[config.mk]
export PLATFORM = sky130hd
export DESIGN_NAME = mem_arbiter
export DESIGN_NICKNAME = d
export VERILOG_FILES = /design/src/rtl/mem_arb_pkg.sv /design/src/rtl/rr_arb2.sv /design/src/rtl/mem_arbiter.sv
export SDC_FILE = /design/constraint.sdc
export NUM_CORES = 1
export LEC_CHECK = 0
export CORE_MARGIN = 2
export CORE_UTILIZATION = 43
export DETAILED_ROUTE_END_ITERATION = 10
export GPL_ROUTABILITY_DRIVEN = 0
export PLACE_DENSITY = 0.78
export SYNTH_ARGS = -nofsm -noshare
export SYNTH_HDL_FRONTEND = slang
export SYNTH_SLANG_ARGS = --single-unit
[constraint.sdc]
create_clock -name clk -period 3.35 [get_ports clk]
set_input_delay 1.005 -clock clk [delete_from_list [all_inputs] [get_ports clk]]
set_output_delay 1.005 -clock clk [all_outputs]
set_load 0.1 [all_outputs]
[src/rtl/mem_arb_pkg.sv]
// Shared definitions for the instruction-fetch / load-store memory arbiter.
// Holds the FSM encoding, requester IDs and default bus widths.
package mem_arb_pkg;

    typedef enum logic [1:0] {
        IDLE   = 2'd0,
        ACCESS = 2'd1,
        DONE   = 2'd2
    } state_t;

    localparam logic REQ_IF = 1'b0;
    localparam logic REQ_LS = 1'b1;

    localparam int DEF_ADDR_W  = 8;
    localparam int DEF_WDATA_W = 8;
    localparam int DEF_RDATA_W = 16;

endpackage

[src/rtl/rr_arb2.sv]
// Two-input round-robin picker: on a tie the requester that did not win last time is chosen.
// Purely combinational; the caller decides when to act on the grant.
module rr_arb2
    import mem_arb_pkg::*;
(
    input  logic [1:0] req,
    input  logic       last_gnt,
    output logic       gnt_id,
    output logic       gnt_valid
);

    always_comb begin
        gnt_valid = |req;
        if (req[REQ_IF] && req[REQ_LS]) begin
            gnt_id = ~last_gnt;
        end else if (req[REQ_LS]) begin
            gnt_id = REQ_LS;
        end else begin
            gnt_id = REQ_IF;
        end
    end

endmodule

[src/rtl/mem_arbiter.sv]
// Arbitrates the single-port data memory between instruction fetch and load/store,
// holding each access for MEM_CYCLES cycles and returning data with a one-cycle ack.
module mem_arbiter
    import mem_arb_pkg::*;
#(
    parameter int ADDR_W     = DEF_ADDR_W,
    parameter int WDATA_W    = DEF_WDATA_W,
    parameter int RDATA_W    = DEF_RDATA_W,
    parameter int MEM_CYCLES = 2
) (
    input  logic               clk,
    input  logic               rst_n,
    input  logic               if_req,
    input  logic [ADDR_W-1:0]  if_addr,
    output logic               if_ack,
    output logic [RDATA_W-1:0] if_rdata,
    input  logic               ls_req,
    input  logic               ls_we,
    input  logic [ADDR_W-1:0]  ls_addr,
    input  logic [WDATA_W-1:0] ls_wdata,
    output logic               ls_ack,
    output logic [RDATA_W-1:0] ls_rdata,
    output logic [ADDR_W-1:0]  maddr,
    output logic               mrd,
    output logic               mwr,
    output logic [WDATA_W-1:0] mwr_data,
    input  logic [RDATA_W-1:0] mdata,
    output logic               busy
);

    localparam logic [3:0] CNT_LAST = 4'(MEM_CYCLES - 1);

    state_t             r_state;
    logic               r_last_gnt;
    logic               r_gnt_id;
    logic [3:0]         r_cnt;
    logic [ADDR_W-1:0]  r_maddr;
    logic               r_mrd;
    logic               r_mwr;
    logic [WDATA_W-1:0] r_mwr_data;
    logic               r_if_ack;
    logic               r_ls_ack;
    logic [RDATA_W-1:0] r_if_rdata;
    logic [RDATA_W-1:0] r_ls_rdata;
    logic               r_busy;

    logic               w_gnt_id;
    logic               w_gnt_valid;

    rr_arb2 u_rr_arb2 (
        .req       ({ls_req, if_req}),
        .last_gnt  (r_last_gnt),
        .gnt_id    (w_gnt_id),
        .gnt_valid (w_gnt_valid)
    );

    // Strobes are registers cleared by the async reset, so an in-flight access dies at once.
    always_ff @(posedge clk or negedge rst_n) begin
        if (!rst_n) begin
            r_state    <= IDLE;
            r_last_gnt <= REQ_LS;
            r_gnt_id   <= REQ_IF;
            r_cnt      <= '0;
            r_maddr    <= '0;
            r_mrd      <= 1'b0;
            r_mwr      <= 1'b0;
            r_mwr_data <= '0;
            r_if_ack   <= 1'b0;
            r_ls_ack   <= 1'b0;
            r_if_rdata <= '0;
            r_ls_rdata <= '0;
            r_busy     <= 1'b0;
        end else begin
            r_if_ack <= 1'b0;
            r_ls_ack <= 1'b0;
            case (r_state)
                IDLE: begin
                    if (w_gnt_valid) begin
                        r_gnt_id   <= w_gnt_id;
                        r_last_gnt <= w_gnt_id;
                        r_cnt      <= '0;
                        r_busy     <= 1'b1;
                        r_state    <= ACCESS;
                        if (w_gnt_id == REQ_IF) begin
                            r_maddr    <= if_addr;
                            r_mrd      <= 1'b1;
                            r_mwr      <= 1'b0;
                            r_mwr_data <= '0;
                        end else begin
                            r_maddr    <= ls_addr;
                            r_mrd      <= ~ls_we;
                            r_mwr      <= ls_we;
                            r_mwr_data <= ls_we ? ls_wdata : '0;
                        end
                    end
                end
                ACCESS: begin
                    r_cnt <= r_cnt + 4'd1;
                    if (r_cnt == CNT_LAST) begin
                        if (r_mrd) begin
                            if (r_gnt_id == REQ_IF) r_if_rdata <= mdata;
                            else                    r_ls_rdata <= mdata;
                        end
                        r_if_ack   <= (r_gnt_id == REQ_IF);
                        r_ls_ack   <= (r_gnt_id == REQ_LS);
                        r_mrd      <= 1'b0;
                        r_mwr      <= 1'b0;
                        r_mwr_data <= '0;
                        r_state    <= DONE;
                    end
                end
                DONE: begin
                    r_busy  <= 1'b0;
                    r_state <= IDLE;
                end
                default: begin
                    r_mrd   <= 1'b0;
                    r_mwr   <= 1'b0;
                    r_busy  <= 1'b0;
                    r_state <= IDLE;
                end
            endcase
        end
    end

    assign maddr    = r_maddr;
    assign mrd      = r_mrd;
    assign mwr      = r_mwr;
    assign mwr_data = r_mwr_data;
    assign if_ack   = r_if_ack;
    assign ls_ack   = r_ls_ack;
    assign if_rdata = r_if_rdata;
    assign ls_rdata = r_ls_rdata;
    assign busy     = r_busy;

endmodule

==> results of run 1 <==
layout by cell type, fill, tap and decap left out, types with 2 or more instances in the layout:
cell	n
mux2_2	35
nand3_1	2
clkdlybuf4s50_1	43
clkbuf_8	11
nor2b_1	2
mux2i_1	8
a21oi_1	19
nor3b_1	2
o2bb2ai_1	2
dfrtp_1	60
ha_1	2
nand2b_1	2
inv_1	4
buf_4	57
clkinv_2	3
a22o_1	8
and2_1	2
routing by layer:
metal | vias to the layer above | GRT usage, % | routed length (um)
met5 | - | 0 | 0
met4 | 0 | 6.271 | 46
met3 | 5 | 7.889 | 546
met2 | 90 | 27.00 | 2401
met1 | 901 | 20.75 | 2290
li1 | 855 | - | -
worst min path at each step:
| stage | to | cells past startpoint | start | slack [ps] |
|---|---|---|---|---|
| floorplan | if_ack$_DFF_PN0_ | 1 | r_gnt_id$_DFFE_PN0P_ | 450 |
| global placement | busy$_DFFE_PN0P_ | 1 | busy$_DFFE_PN0P_ | 470 |
| detailed placement | busy$_DFFE_PN0P_ | 1 | busy$_DFFE_PN0P_ | 480 |
| CTS | busy$_DFFE_PN0P_ | 1 | busy$_DFFE_PN0P_ | 510 |
| global route | busy$_DFFE_PN0P_ | 1 | busy$_DFFE_PN0P_ | 510 |
| finish | busy$_DFFE_PN0P_ | 1 | busy$_DFFE_PN0P_ | 500 |
final cells by class:
cell class                 instances  area [sq um]
fill                             461          2017
sequential                        61          1528
multi-input combinational        103         917.1
timing repair buffer             101         863.3
clock buffer                      12         155.1
tap                               72         90.09
clock inverter                     4         22.52
inverter                           4         15.01
stage by stage:
| stage | util, % | hold WS (ps) | std cells |
|---|---|---|---|
| after global placement | 60.87 | 466.5 | 341 |
| after floorplan | - | 447.5 | 176 |
| final | 64.03 | 502.5 | 357 |
| after global routing | 64.03 | 514.7 | 357 |
| after CTS | 64.03 | 507.6 | 357 |
| after detailed placement | 60.87 | 481.7 | 341 |
sequential cells by signal (all words and copies together) (netlist names):
| signal | count |
|---|---|
| maddr | 8 |
| r_state | 2 |
| mrd | 1 |
| r_gnt_id | 1 |
| ls_ack | 1 |
| mwr | 1 |
| if_rdata | 16 |
| busy | 1 |
| r_cnt | 4 |
| ls_rdata | 16 |
| if_ack | 1 |
| r_last_gnt | 1 |
| mwr_data | 8 |
critical path, stage by stage:
cell	delay, ps
clkdlybuf4s50_1	530
or2_2	250
and2_1	430
mux2_2	380
cells by family (layout without fill, tap and decap cells):
logic type                 Yosys count  in the layout  synth area share (%)
adders and majority gates            2              2                0.9875
DFF                                 61             61                 60.30
and+or+nand+nor                     21             21                 6.765
buffers and inverters               12            121                 3.506
muxes                               43             43                 18.72
AOI/OAI and AO/OA                   37             37                 9.729
==> results.py, run 1 <==
metrics = {
    "timing": {
        "finalSetupViolCount": 0,
        "hold_viol_final": 0,
        "worst_slack_ps": 950.6,
        "final-max-slew-violation-count": 0,
        "relSlewSlack_pct": 42.30,
        "fin_crit_ps": 2399,
        "tightest_slew_ps": 865.5,
        "tns_ps": 0,
        "rsz0062_at_grt": "no",
        "skew_ps": 7.319,
        "fin_crit_sh_pct": 71.63,
        "fmax_mhz": 416.8,
    },
    "synthesis": {
        "yosysWarnings": 0,
        "yosys.area.top_type": "dfrtp_1",
        "yosys-top-cells-count": "dfrtp_1, mux2_2, a21oi_1, a22o_1, mux2i_1",
        "synth.most_common_cell": "dfrtp_1",
        "synth_seq_cells": 61,
        "synth_edf_count": 0,
        "synthTopCellsByArea": "dfrtp_1, mux2_2, a21oi_1",
        "synth_area_per_cell_sq_um": 14.40,
        "syn_inst": 176,
        "synthDistinctLibCells": 38,
        "synth.top_cell.area_share_pct": 59.26,
        "async_reset_ff_share_pct": 100.0,
        "yosysSeqAreaShare_pct": 60.30,
        "syn_nets": 223,
        "synthFlopType": "dfrtp_1",
        "netlist_area_sq_um": 2534,
    },
    "critical_path": {
        "r2r_end": "ls_rdata[7]$_DFFE_PN0P_",
        "crit_path_end_kind": "flop",
        "rr_worst_depth": 5,
        "crit_start": "ls_req",
        "ff2ff_setup_slack_ps": 1030,
        "crit_path_max_fanout": 11,
        "r2r-start": "r_cnt[1]$_DFFE_PN0P_",
        "setup.worst_path.end": "r_gnt_id$_DFFE_PN0P_",
        "cp.required_ps": 3560,
        "critPathKind": "in -> reg",
        "start_kind": "input port",
        "cp.arrival_ps": 2610,
    },
    "clocking": {
        "cts_buffer_depth": 2,
        "cts_tree": "built",
        "cts_sinks": 61,
        "cts_inserted_buffers": 9,
        "htree_levels": 3,
        "cts_resized": 0,
        "insertion_delay_ps": 320,
        "ctsHoldBuffers": 0,
        "path_clk_slew_ps": 60,
        "root_buffer": "clkbuf_8",
        "post_cts_buffers": 0,
    },
    "grt": {
        "overflow": 0,
        "grt_start_max_net_pins": 42,
        "antenna_found_initial": 0,
        "grt_pass1_vias": 1783,
        "grt.total_usage_pct": 17.13,
        "grt_pass1_wl_mm": 8.418,
    },
    "placement": {
        "dpl.hpwl_mm": 3.883,
        "io_buffers": 97,
        "dpl_worst_slack_ps": 615.2,
        "place_area_sq_um": 3413,
    },
    "final_layout": {
        "final_nets": 327,
        "diodes": 0,
        "stdcell_area_sq_um": 3591,
        "drive_gt1_share_pct": 40.35,
        "syn2layout_area_growth_pct": 41.73,
    },
    "drt": {
        "wl_mm": 5.285,
        "drc": 0,
        "avgRoutedWirePerCell_um": 14.80,
        "vias": 1851,
        "via_per_inst": 5.185,
        "drt-initial-drc-count": 49,
        "firstDrtPassIters": 4,
        "ant_nets": 0,
    },
    "floorplan": {
        "dieWidth_um": 80.76,
        "pin_count": 98,
        "start_util_pct": 45.18,
        "core_sq_um": 5608,
        "dieHeight_um": 80.76,
        "die-area_sq_um": 6522,
        "num_rows": 27,
    },
    "worst_hold_path": {
        "hold_path_class": "reg -> reg",
    },
    "outcome": {
        "outcome": "completed",
    },
    "job": {
        "drv_cap": 0,
    },
}
Power of run 1 is not shown: default switching activity piles up to over one toggle a cycle in this logic, so the estimate is an artifact.
==> inputs of run 2 (changes only) <==
- CORE_UTILIZATION: 43 -> 39
- PLACE_DENSITY: 0.78 -> 0.74
- clock period: 3.35 -> 2.01 ns (I/O delays scaled with it)
==> run 2 against run 1 <==
Compared with the run above:
- clock-buffer cell count fell by 2
- hold slack worse by 370 ps
- die area grew 9.7%
- via count rose by 2.3%
- clock skew is 1.1 ps lower
- critical path type is now reg -> reg
- largest cell class is now non-clock buffers
- highest routed layer unchanged
==> results.py, run 2 (synthesized netlist as in run 1, its figures left out) <==
metrics = {
    "outcome": {
        "outcome": "completed",
    },
    "critical_path": {
        "max_stage_delay_ps": 410,
        "crit_path_max_fanout": 16,
        "cp.required_ps": 2220,
        "cp.arrival_ps": 2050,
        "cp_slowest_cell": "dfrtp_1",
        "start_kind": "flop",
        "cp_cell_sequence": "inv_1 -> ha_1 -> nor3b_4 -> and4_1 -> buf_12 -> mux2_2",
        "critPathKind": "reg -> reg",
        "worst-path-buf-inv": 2,
        "crit_path_end_kind": "flop",
        "crit_family": "simple AND/OR/NAND/NOR gates",
    },
    "grt": {
        "gr-usage-met2_pct": 31.50,
        "grt_start_max_net_pins": 23,
        "grt.total_usage_pct": 17.98,
        "grt_pass1_vias": 2097,
        "gr-usage-met1_pct": 21.19,
        "antenna_found_initial": 0,
        "grt_busiest_layer": "met2",
        "grt_pass1_wl_mm": 10.09,
        "grt.met3_usage_pct": 4.523,
        "overflow": 0,
    },
    "final_layout": {
        "final_nets": 341,
        "mostFrequentLayoutCells": "dfrtp_1, buf_12, clkdlybuf4s50_1",
        "diodes": 0,
        "layout_commonest_cell": "dfrtp_1",
        "syn2layout_area_growth_pct": 75.61,
        "drive_gt1_share_pct": 43.48,
    },
    "drt": {
        "drt-initial-drc-count": 53,
        "via_per_inst": 5.035,
        "avgRoutedWirePerCell_um": 16.03,
        "wl_mm": 6.028,
        "firstDrtPassIters": 4,
        "vias": 1893,
        "drc": 0,
        "ant_nets": 0,
    },
    "timing": {
        "rsz0062_at_grt": "no",
        "relSlewSlack_pct": 75.85,
        "fin_crit_ps": 1842,
        "skew_ps": 6.195,
        "hold_ws_ps": 135.3,
        "final-max-slew-violation-count": 0,
        "fin_crit_sh_pct": 91.63,
        "tightest_slew_ps": 361.8,
        "hold_viol_final": 0,
        "finalSetupViolCount": 0,
        "fmax_mhz": 543.0,
    },
    "worst_hold_path": {
        "hold_path_class": "in -> async",
    },
    "clocking": {
        "insertion_delay_ps": 330,
        "post_cts_buffers": 0,
        "htree_levels": 3,
        "root_buffer": "clkbuf_8",
        "ctsHoldBuffers": 0,
        "cts_buffer_depth": 2,
        "cts_sinks": 61,
        "cts_resized": 0,
        "path_clk_slew_ps": 70,
        "cts_tree": "built",
        "cts_inserted_buffers": 9,
    },
    "floorplan": {
        "num_rows": 29,
        "die-area_sq_um": 7157,
        "dieWidth_um": 84.60,
        "start_util_pct": 40.13,
        "core_sq_um": 6314,
        "pin_count": 98,
        "dieHeight_um": 84.60,
    },
    "job": {
        "drv_cap": 0,
    },
    "placement": {
        "dpl.hpwl_mm": 4.658,
        "io_buffers": 97,
    },
}
## run 2: final timing paths
path / start / endpoint / slack, ps / cells past startpoint
min in group clk: r_gnt_id$_DFFE_PN0P_ / if_ack$_DFF_PN0_ / 530 / 1
setup reg to reg: r_cnt[1]$_DFFE_PN0P_ / ls_rdata[15]$_DFFE_PN0P_ / 170 / 6
hold reg to reg: r_gnt_id$_DFFE_PN0P_ / if_ack$_DFF_PN0_ / 530 / 1
max in group asynchronous: rst_n / maddr[7]$_DFFE_PN0P_ / 1350 / 2
hold / removal: rst_n / if_rdata[7]$_DFFE_PN0P_ / 140 / 1
setup / recovery: r_cnt[1]$_DFFE_PN0P_ / ls_rdata[15]$_DFFE_PN0P_ / 170 / 6
## run 2: worst register-to-register path: stages, from the launching register on
cell	delay, ps
dfrtp_1	410
inv_1	70
ha_1	130
nor3b_4	290
and4_1	290
buf_12	170
mux2_2	360
## run 2: final cells by class
class	instances	area [sq um]
clock buffer	10	137.6
timing repair buffer	115	1669
clock inverter	6	86.33
multi-input combinational	103	917.1
sequential	61	1528
fill	432	1864
tap	77	96.34
inverter	4	15.01
## run 2: layer usage
metal	wire length, um	share of wire (%)
met5	0	0
met4	91	1.5
met3	401	6.7
met2	3004	50
met1	2531	42
## run 2: stage by stage
| stage | utilization [%] | TNS [ps] | cell area [sq um] | worst slack, ps | std cells |
|---|---|---|---|---|---|
| 2_1_floorplan | - | 0 | 2534 | 3.634 | 176 |
| 3_3_place_gp | 66.81 | 0 | 4218 | 44.24 | 359 |
| 3_5_place_dp | 66.81 | -39.01 | 4218 | -10.70 | 359 |
| 4_1_cts | 70.35 | 0 | 4442 | 109.0 | 375 |
| 5_1_grt | 70.47 | 0 | 4449 | 34.24 | 376 |
| 6_report | 70.47 | 0 | 4449 | 168.3 | 376 |
Power of run 2 is left out for the same reason.
